==> config.mk <==
export PLATFORM = sky130hd
export DESIGN_NAME = icache_refill_axi
export DESIGN_NICKNAME = d
export VERILOG_FILES = /design/src/rtl/icache_refill_pkg.sv /design/src/rtl/icache_refill_axi.sv
export SDC_FILE = /design/constraint.sdc
export NUM_CORES = 1
export LEC_CHECK = 0
export BUFFER_PORTS_ARGS = -buffer_cell sky130_fd_sc_hd__buf_4
export CAP_MARGIN = 20
export CORE_ASPECT_RATIO = 0.5
export CORE_MARGIN = 2
export CORE_UTILIZATION = 29
export DETAILED_ROUTE_END_ITERATION = 8
export PLACE_DENSITY_LB_ADDON = 0.08
export SYNTH_ARGS = -nofsm -noshare
export SYNTH_HDL_FRONTEND = slang
export SYNTH_SLANG_ARGS = --single-unit
==> constraint.sdc <==
create_clock -name clk -period 5.6 [get_ports clk]
set_input_delay 0.56 -clock clk [delete_from_list [all_inputs] [get_ports clk]]
set_output_delay 0.56 -clock clk [all_outputs]
set_load 0.02 [all_outputs]
==> src/rtl/icache_refill_pkg.sv <==
// Shared types and constants for the icache line-refill responder.
package icache_refill_pkg;

  localparam int LINE_BYTES = 64;
  localparam int DATA_W     = 64;
  localparam int BEATS      = LINE_BYTES * 8 / DATA_W;

  localparam logic [1:0] AXI_BURST_INCR = 2'b01;
  localparam logic [1:0] AXI_RESP_OKAY  = 2'b00;
  localparam logic [2:0] AXI_SIZE_8B    = 3'd3;

  typedef enum logic [1:0] {
    IDLE = 2'd0,
    AR   = 2'd1,
    R    = 2'd2,
    DONE = 2'd3
  } state_e;

endpackage

==> src/rtl/icache_refill_axi.sv <==
// icache line-refill responder: one AXI4 INCR burst per request, line held
// in a local register array and presented word by word until released.
//
//  state | meaning
//  IDLE  | waiting for a refill request (blocked while fifo_done_i is high)
//  AR    | arvalid_o asserted with the aligned line address, waiting arready_i
//  R     | rready_o asserted, collecting beats into the line buffer
//  DONE  | line buffered, done_o high, data_o follows fifo_idx_i
module icache_refill_axi
  import icache_refill_pkg::*;
#(
  parameter int LINE_BYTES = icache_refill_pkg::LINE_BYTES,
  parameter int DATA_W     = icache_refill_pkg::DATA_W,
  parameter int AXI_ID     = 0
) (
  input  logic              clk,
  input  logic              rst,
  input  logic              req_i,
  input  logic [63:0]       req_addr_i,
  input  logic [8:0]        fifo_idx_i,
  input  logic              fifo_done_i,
  output logic              done_o,
  output logic [DATA_W-1:0] data_o,
  output logic              err_o,
  output logic [3:0]        arid_o,
  output logic [63:0]       araddr_o,
  output logic [7:0]        arlen_o,
  output logic [2:0]        arsize_o,
  output logic [1:0]        arburst_o,
  output logic              arvalid_o,
  input  logic              arready_i,
  input  logic [DATA_W-1:0] rdata_i,
  input  logic [1:0]        rresp_i,
  input  logic              rlast_i,
  input  logic              rvalid_i,
  output logic              rready_o
);

  localparam int N_BEATS  = LINE_BYTES * 8 / DATA_W;
  localparam int CNT_W    = $clog2(N_BEATS);
  localparam int IDX_LSB  = $clog2(DATA_W);
  localparam logic [63:0]      OFFS_MASK = 64'(LINE_BYTES - 1);
  localparam logic [CNT_W-1:0] LAST_CNT  = CNT_W'(N_BEATS - 1);

  state_e             state_q, state_d;
  logic [63:0]        araddr_q, araddr_d;
  logic               arvalid_q, arvalid_d;
  logic               rready_q, rready_d;
  logic               done_q, done_d;
  logic               err_q, err_d;
  logic [CNT_W-1:0]   cnt_q, cnt_d;
  logic [DATA_W-1:0]  line_buf_q [N_BEATS];
  logic               beat_fire;
  logic               beat_last;
  logic               buf_we;

  // Word-select bits below the word boundary carry no information.
  logic unused_idx_bits;
  assign unused_idx_bits = ^fifo_idx_i[IDX_LSB-1:0];

  assign beat_fire = rvalid_i && rready_q;
  assign beat_last = (cnt_q == LAST_CNT) || rlast_i;

  // Next-state and next-output computation for the refill sequencer.
  always_comb begin
    state_d   = state_q;
    araddr_d  = araddr_q;
    arvalid_d = arvalid_q;
    rready_d  = rready_q;
    done_d    = done_q;
    err_d     = err_q;
    cnt_d     = cnt_q;
    buf_we    = 1'b0;
    case (state_q)
      IDLE: begin
        // A release overlapping the request drop must not restart a refill.
        if (req_i && !fifo_done_i) begin
          araddr_d  = req_addr_i & ~OFFS_MASK;
          err_d     = 1'b0;
          cnt_d     = '0;
          arvalid_d = 1'b1;
          state_d   = AR;
        end
      end
      AR: begin
        if (arready_i) begin
          arvalid_d = 1'b0;
          rready_d  = 1'b1;
          state_d   = R;
        end
      end
      R: begin
        if (beat_fire) begin
          buf_we = 1'b1;
          if (rresp_i != AXI_RESP_OKAY) err_d = 1'b1;
          if (beat_last) begin
            // RLAST must coincide exactly with the final beat; any other
            // arrangement still terminates but flags the line as bad.
            if (!((cnt_q == LAST_CNT) && rlast_i)) err_d = 1'b1;
            rready_d = 1'b0;
            done_d   = 1'b1;
            state_d  = DONE;
          end else begin
            cnt_d = cnt_q + 1'b1;
          end
        end
      end
      DONE: begin
        if (fifo_done_i || !req_i) begin
          done_d  = 1'b0;
          state_d = IDLE;
        end
      end
      default: state_d = IDLE;
    endcase
  end

  // Control and AXI output registers with synchronous active-low reset.
  always_ff @(posedge clk) begin
    if (!rst) begin
      state_q   <= IDLE;
      araddr_q  <= '0;
      arvalid_q <= 1'b0;
      rready_q  <= 1'b0;
      done_q    <= 1'b0;
      err_q     <= 1'b0;
      cnt_q     <= '0;
    end else begin
      state_q   <= state_d;
      araddr_q  <= araddr_d;
      arvalid_q <= arvalid_d;
      rready_q  <= rready_d;
      done_q    <= done_d;
      err_q     <= err_d;
      cnt_q     <= cnt_d;
    end
  end

  // Line buffer is data-only storage; its contents are meaningless until done_o.
  always_ff @(posedge clk) begin
    if (buf_we) line_buf_q[cnt_q] <= rdata_i;
  end

  assign arid_o    = 4'(AXI_ID);
  assign araddr_o  = araddr_q;
  assign arlen_o   = 8'(N_BEATS - 1);
  assign arsize_o  = AXI_SIZE_8B;
  assign arburst_o = AXI_BURST_INCR;
  assign arvalid_o = arvalid_q;
  assign rready_o  = rready_q;
  assign done_o    = done_q;
  // The sticky error accumulates during the burst but is only reported with the line.
  assign err_o     = err_q & done_q;
  assign data_o    = line_buf_q[fifo_idx_i[IDX_LSB +: CNT_W]];

endmodule

==> reports/qor.csv, run 1 <==
stage;metric;value;unit
timing;RSZ-0062 raised after global routing;no;
pwr;VDD IR max;0.000196;V
die;area of the core;75300;sq um
placed_design;HPWL after DPL;28.3;mm
cts;CTS tree;yes;
yosys;syn_area_per_cell;20.1;sq um
yosys;Ys Warns;0;
setup_path;nature of the critical path startpoint;input pin;
setup_path;Setup crit end kind;output port;
die;Initial Util;0.294;
cts;clk sinks;579;
timing;final hold vios;0;
yosys;compound-cell area share of the yosys netlist;0.0252;
timing;Tcrit/Tclk final;0.593;
yosys;multiplexer share of the synthesized area;0.164;
timing;Max-slew headroom;0.334;
grt;largest net degree at the start of global routing;82;
die;Die X;395;microns
setup_path;WP data required;5.04;ns
yosys;simple-gate share of the synthesized area;0.0288;
cts;CTS Buf Count;55;
cells_and_area;synthesis-to-layout area growth;22.4;%
hold_path;Min-Delay Path Class;input pin to flip-flop;
cts;CTS Hold Bufs;0;
yosys;main combinational cell family by area after synthesis;multiplexers;
pwr;LEAKAGE;0.00898;uW
cts;clk_lat worst skew;0.62;ns
timing;Worst-Margin Slew;0.998;ns
setup_path;critical path class;input pin to output port;
routing;M1 wire length;21.9;mm
cells_and_area;Storage cell area;16700;sq um
placed_design;Post-DP Area;25200;sq um
timing;Final Slew Violations;0;
yosys;Gate Count Post-Synth;1100;
timing;final setup TNS;0;ns
grt;Overflow after GRT;0;
pwr;pwr dens;353;nW/um^2
routing;First-pass DRT Iterations;4;
yosys;Synth Area in Adders;0.00396;
cts;Max H-tree Level;2;
cts;clock buffer depth;3;
timing;Setup Skew;0.0157;ns
cells_and_area;multi-input combinational cell area;5070;sq um
routing;via count;10800;
routing;DRT antenna net count;0;
cells_and_area;antenna cells;0;
timing;Final setup viols;0;
pwr;Pwr Total;9570;uW
grt;All-Layer GR Usage;0.132;
cells_and_area;FILL cells;7105;
placed_design;gpl congestion;0.722;
routing;final wirelength;51.9;mm
cells_and_area;final instance area;27100;sq um
routing;WL/cell;21.3;microns
yosys;post-synthesis xor/xnor area fraction;0;
cells_and_area;layout cell share with drive strength beyond 1;0.398;
die;die area;78700;sq um
timing;fmax;301;MHz
die;Ports;295;
yosys;Yosys reg bits;579;
grt;vias in the first global route;12000;
die;die height;199;microns
routing;WL met3;2.99;mm
setup_path;critical path peak fanout;70;
grt;first-pass GRT wire length;77.1;mm
grt;antenna violations before repair;0;
routing;vias per inst;4.44;
routing;Met2 Wirelength;26.3;mm
cells_and_area;Final nets;1530;
run_status;outcome;finished, final reports clean;
cts;Root Buffer;clkbuf_16;
cells_and_area;post-layout utilization of the core;0.360;
placed_design;Port Buffers;259;
routing;initial DRC count;591;
routing;DRC;0;
timing;crit path time final;3.32;ns
yosys;post-synthesis cell area;22100;sq um
flow_run;# Max-Cap Violations;0;
yosys;sequential fraction of the synthesis area;0.755;
yosys;Yosys cell types;33;
routing;Max Used Layer;met4;
cts;post-CTS resize count;0;
cts;Worst-path clk slew;0.07;ns
die;row cnt;71;
cts;setup bufs post-CTS;0;
setup_path;CP arrival;2.76;ns
-- state kept, by name, indices dropped and copies added (netlist names) --
signal,count
state_q,2
done_o,1
line_buf_q,512
rready_o,1
err_q,1
arvalid_o,1
araddr_o,58
cnt_q,3
-- cell families after synthesis --
logic type / count (synthesis)
flops: 579
mux: 194
simple gates: 158
buf+inv: 83
compound gates: 77
fa+ha+maj: 7
other cells: 2
-- power by group --
part / internal, uW / switching (uW) / total [uW]
clock: 2230 / 1630 / 3860
combinational: 390 / 507 / 897
sequential: 4770 / 48.5 / 4820
total: 7380 / 2190 / 9570
-- Yosys cell counts --
cell type	n	area (sq um)
o211ai_1	1	7.51
nor3_1	3	15.0
nand2_1	129	484
nand4_1	1	6.26
nand2b_1	5	31.3
o22ai_1	3	18.8
inv_1	3	11.3
a21boi_0	59	443
buf_4	27	203
mux2i_1	1	10.0
buf_2	9	45.0
a21oi_1	3	15.0
o21ai_0	5	25.0
mux4_2	128	2880
and2_1	4	25.0
nand3_1	2	10.0
clkbuf_1	23	86.3
a22oi_1	1	7.51
nor2b_1	1	6.26
edfxtp_1	512	15400
mux2_2	65	732
o211a_1	1	10.0
ha_1	7	87.6
conb_1	2	7.51
nor2_1	10	37.5
or2_2	1	6.26
nor2b_2	1	8.76
a311oi_1	1	8.76
dfxtp_1	67	1340
o21a_1	3	22.5
buf_6	11	124
buf_1	10	37.5
or4_1	1	7.51
-- layout by cell type (no fill, tap or decap), drive strengths merged, types with 6 or more instances in the layout --
| cell type | synthesis | final |
|---|---|---|
| bufinv | 0 | 8 |
| clkinv | 0 | 18 |
| nor2 | 10 | 10 |
| a21boi | 59 | 59 |
| ha | 7 | 7 |
| buf | 57 | 278 |
| dfxtp | 67 | 67 |
| mux2 | 65 | 65 |
| clkbuf | 23 | 68 |
| mux4 | 128 | 128 |
| conb | 2 | 23 |
| inv | 3 | 6 |
| edfxtp | 512 | 512 |
| nand2 | 129 | 129 |
-- cell type report --
cell class / count / share of cell area
clock buffer: 67 / 0.0539
timing repair buffer: 279 / 0.0804
tap: 1022 / 0.0472
clock inverter: 32 / 0.0141
sequential: 579 / 0.617
inverter: 3 / 0.000416
multi-input combinational: 459 / 0.187
-- layer usage --
layer | track usage | up-vias
li1 | - | 4884
met1 | 0.163 | 5658
met2 | 0.233 | 240
met3 | 0.0344 | 53
met4 | 0.0310 | 0
met5 | 0 | -
-- per-stage QoR --
stage                     setup slack, ns  cells  hold WS (ns)
after floorplan                      1.17   1121         0.443
after global placement               2.14   2341         0.453
after detailed placement             2.15   2341         0.462
after CTS                            2.15   2440         0.115
after global routing                 2.04   2441         0.123
final                                2.28   2441         0.176
-- worst paths after layout --
check	start	endpoint	slack, ns	cells past startpoint
hold / removal	rdata_i[31]	line_buf_q[2][31]	0.18	1
setup reg to reg	state_q[0]	line_buf_q[5][56]	2.65	5
setup / recovery	fifo_idx_i[6]	data_o[53]	2.28	5
hold reg to reg	araddr_o[43]	araddr_o[43]	0.47	2
-- worst max-delay path, stage by stage --
cell and delay [ns]:
clkbuf_8 0.69, buf_4 0.45, mux4_2 0.56, mux2_2 0.29
buf_4 0.16
Power figures use the tool's default switching activity.
==> run 2, diff against run 1 <==
- ABC_AREA: not set -> 1
- clock period: 5.6 -> 3.25 ns (I/O delays scaled with it)
==> run 2 against run 1 <==
Compared with the run above:
- worst hold slack worse by 0.11 ns
- cell count is 34% higher
- utilization is 1.3 points higher
- critical path type is now flip-flop to flip-flop
- design area is 6.3% higher
- largest power group unchanged
==> reports/qor.csv, run 2 <==
stage;metric;value;unit;change
run_status;outcome;finished, final reports clean;;
routing;vias per inst;4.55;;+2.5%
cells_and_area;final instance area;28800;sq um;+6.3%
cts;clk_lat worst skew;0.62;ns;about the same
timing;RSZ-0062 raised after global routing;no;;
cts;Max H-tree Level;2;;unchanged
flow_run;# Max-Cap Violations;0;;unchanged
yosys;Ys Warns;0;;unchanged
cells_and_area;commonest non-fill, non-tap cells in the layout;512 x edfxtp_1, 342 x nand2_1, 282 x buf_4, 231 x nor2_1, 146 x o21ai_0;;
cells_and_area;most common cell after layout, fill and taps aside;edfxtp_1;;
timing;final hold vios;0;;unchanged
setup_path;CP arrival;2.96;ns;+0.20 ns
routing;initial DRC count;750;;+27%
cells_and_area;flip-flop count of the largest register after layout;512;;unchanged
yosys;Yosys reg bits;579;;unchanged
routing;First-pass DRT Iterations;5;;+1
timing;Tcrit/Tclk final;0.813;;
cts;CTS tree;yes;;
timing;crit path time final;2.64;ns;
yosys;prevailing post-synth register cell;edfxtp_1;;
cts;Root Buffer;clkbuf_16;;
hold_path;Min-Delay Path Class;input pin to flip-flop;;
setup_path;Top Family by Delay on Critical Path;simple AND/OR/NAND/NOR gates;;
die;Initial Util;0.293;;-0.00111
yosys;sequential fraction of the synthesis area;0.739;;-0.0164
die;Ports;295;;unchanged
placed_design;Post-DP Area;25900;sq um;+2.7%
setup_path;WP data required;3.57;ns;-1.47 ns
cells_and_area;FILL cells;7636;;+7.5%
cts;post-CTS resize count;0;;unchanged
yosys;Yosys cell types;28;;-15%
timing;Final Slew Violations;0;;unchanged
timing;Max-slew headroom;0.502;;+0.168
setup_path;CP cell instances;inv_1 -> ha_1 -> inv_1 -> nor2_1 -> nand2_1 -> nor2_4 -> buf_12;;
setup_path;CP most frequent cell;inv_1;;
placed_design;gpl congestion;0.704;;-2.4%
pwr;Pwr Total;16200;uW;+69%
grt;first-pass GRT wire length;94.5;mm;+23%
die;die area;80400;sq um;+2.2%
placed_design;Port Buffers;259;;unchanged
grt;vias in the first global route;15400;;+28%
setup_path;critical path class;flip-flop to flip-flop;;
die;die height;202;microns;+1.1%
yosys;Synth top area share;0.679;;-0.0151
timing;Worst-Margin Slew;0.745;ns;-0.254 ns
cts;setup bufs post-CTS;0;;unchanged
routing;WL/cell;19.0;microns;-11%
yosys;asr flop ratio synth;0;;unchanged
cts;clock buffer depth;3;;unchanged
die;row cnt;72;;+1.4%
cells_and_area;Final nets;2359;;+54%
yosys;syn_area_per_cell;12.3;sq um;-39%
yosys;Synth top cells by count;512 x edfxtp_1, 342 x nand2_1, 239 x nor2_1;;
grt;Overflow after GRT;0;;unchanged
routing;DRC;0;;unchanged
setup_path;Critical Path Max Stage Delay;0.65;ns;-0.04 ns
pwr;VDD IR max;0.000311;V;+59%
yosys;count leader, synth;edfxtp_1;;
setup_path;slowest CP cell;nor2_4;;
die;Die X;399;microns;+1.1%
cells_and_area;multi-input combinational cell area;5160;sq um;+1.9%
cts;clk sinks;579;;unchanged
cells_and_area;Storage cell area;16700;sq um;unchanged
yosys;top post-synthesis cells by area;edfxtp_1 68%, dfxtp_1 5.9%, nand2_1 5.7%, nor2_1 4.0%, o22ai_1 3.5%;;
routing;DRT antenna net count;0;;unchanged
pwr;pwr dens;563;nW/um^2;+59%
cells_and_area;synthesis-to-layout area growth;27.2;%;
yosys;post-synthesis cell area;22600;sq um;+2.2%
cts;CTS Buf Count;55;;unchanged
cts;Worst-path clk slew;0.07;ns;about the same
setup_path;nature of the critical path startpoint;flip-flop;;
setup_path;critical path peak fanout;19;;-73%
grt;antenna violations before repair;2;;+2
setup_path;Worst Path Buf+Inv;3;;unchanged
cells_and_area;Top reg by flops;line_buf_q;;
routing;via count;14900;;+38%
setup_path;Setup crit end kind;flip-flop;;
die;area of the core;77300;sq um;+2.6%
yosys;Synth area leader;edfxtp_1;;
pwr;LEAKAGE;0.0101;uW;+13%
timing;fmax;379;MHz;
grt;All-Layer GR Usage;0.154;;+0.0216
yosys;Post-synth EDFFs;512;;unchanged
timing;Final setup viols;0;;unchanged
yosys;Gate Count Post-Synth;1835;;+67%
timing;final setup TNS;0;ns;unchanged
cells_and_area;layout cell share with drive strength beyond 1;0.192;;-0.206
grt;largest net degree at the start of global routing;102;;+24%
timing;Setup Skew;0.0108;ns;-0.00488 ns
routing;final wirelength;62.2;mm;+20%
cts;CTS Hold Bufs;123;;+123
placed_design;HPWL after DPL;34.4;mm;+22%
-- run 2: cell count changes after synthesis, moves of 114 or more --
cell	before	now
o22ai_1	3	128
nor2_1	10	239
nand2_1	129	342
mux4_2	128	0
o21ai_0	5	146
o21ai_1	0	114
-- run 2: tightest hold or removal path, stage by stage --
cell and delay, ns:
buf_4 0.09, nand2_1 0.04, inv_1 0.04, o21ai_0 0.06
a21oi_1 0.10
-- run 2: routing by layer --
metal,part of all wire,up-vias,global-route usage
met5,0.00021,-,0
met4,0.016,2,0.0340
met3,0.046,78,0.0334
met2,0.46,266,0.251
met1,0.47,7318,0.210
li1,-,7269,-
-- run 2: final cells by class --
type | count | area share
Sequential cell | 579 | 0.581
Timing Repair Buffer | 432 | 0.135
Clock inverter | 20 | 0.00647
Antenna cell | 1 | 0.0000869
Tap cell | 1036 | 0.0450
Inverter | 23 | 0.00339
Multi-Input combinational cell | 1115 | 0.179
Clock buffer | 75 | 0.0504
-- run 2: logic make-up (layout without fill, tap and decap cells) --
kind of cell	count (synthesis)	after routing	synth area share
and+or+nand+nor	632	632	0.110
buffers and inverters	162	550	0.0394
other	2	24	0.000332
adders and majority gates	7	7	0.00387
AOI/OAI and AO/OA	453	453	0.107
DFF	579	579	0.739
-- run 2: final timing paths --
path,startpoint,to,slack (ns),cells past startpoint
worst min register to register,err_q,err_q,0.46,2
worst min-delay path,arready_i,rready_o,0.07,5
worst max-delay path,state_q[0],line_buf_q[7][45],0.61,7
worst max register to register,state_q[0],line_buf_q[7][45],0.61,7
-- run 2: where the power goes --
part | internal (uW) | total, uW | switching (uW)
clock network | 3350 | 6190 | 2840
registers | 8190 | 8260 | 63.4
logic | 688 | 1770 | 1080
-- run 2: stage by stage --
stage          instances  hold slack [ns]   util  setup slack, ns
4_1_cts             3280           0.0230  0.372            0.530
3_3_place_gp        3062            0.438  0.335            0.549
6_report            3281           0.0656  0.373            0.609
2_1_floorplan       1856            0.424      -            -1.07
5_1_grt             3281           0.0728  0.373            0.427
3_5_place_dp        3062            0.455  0.335            0.529
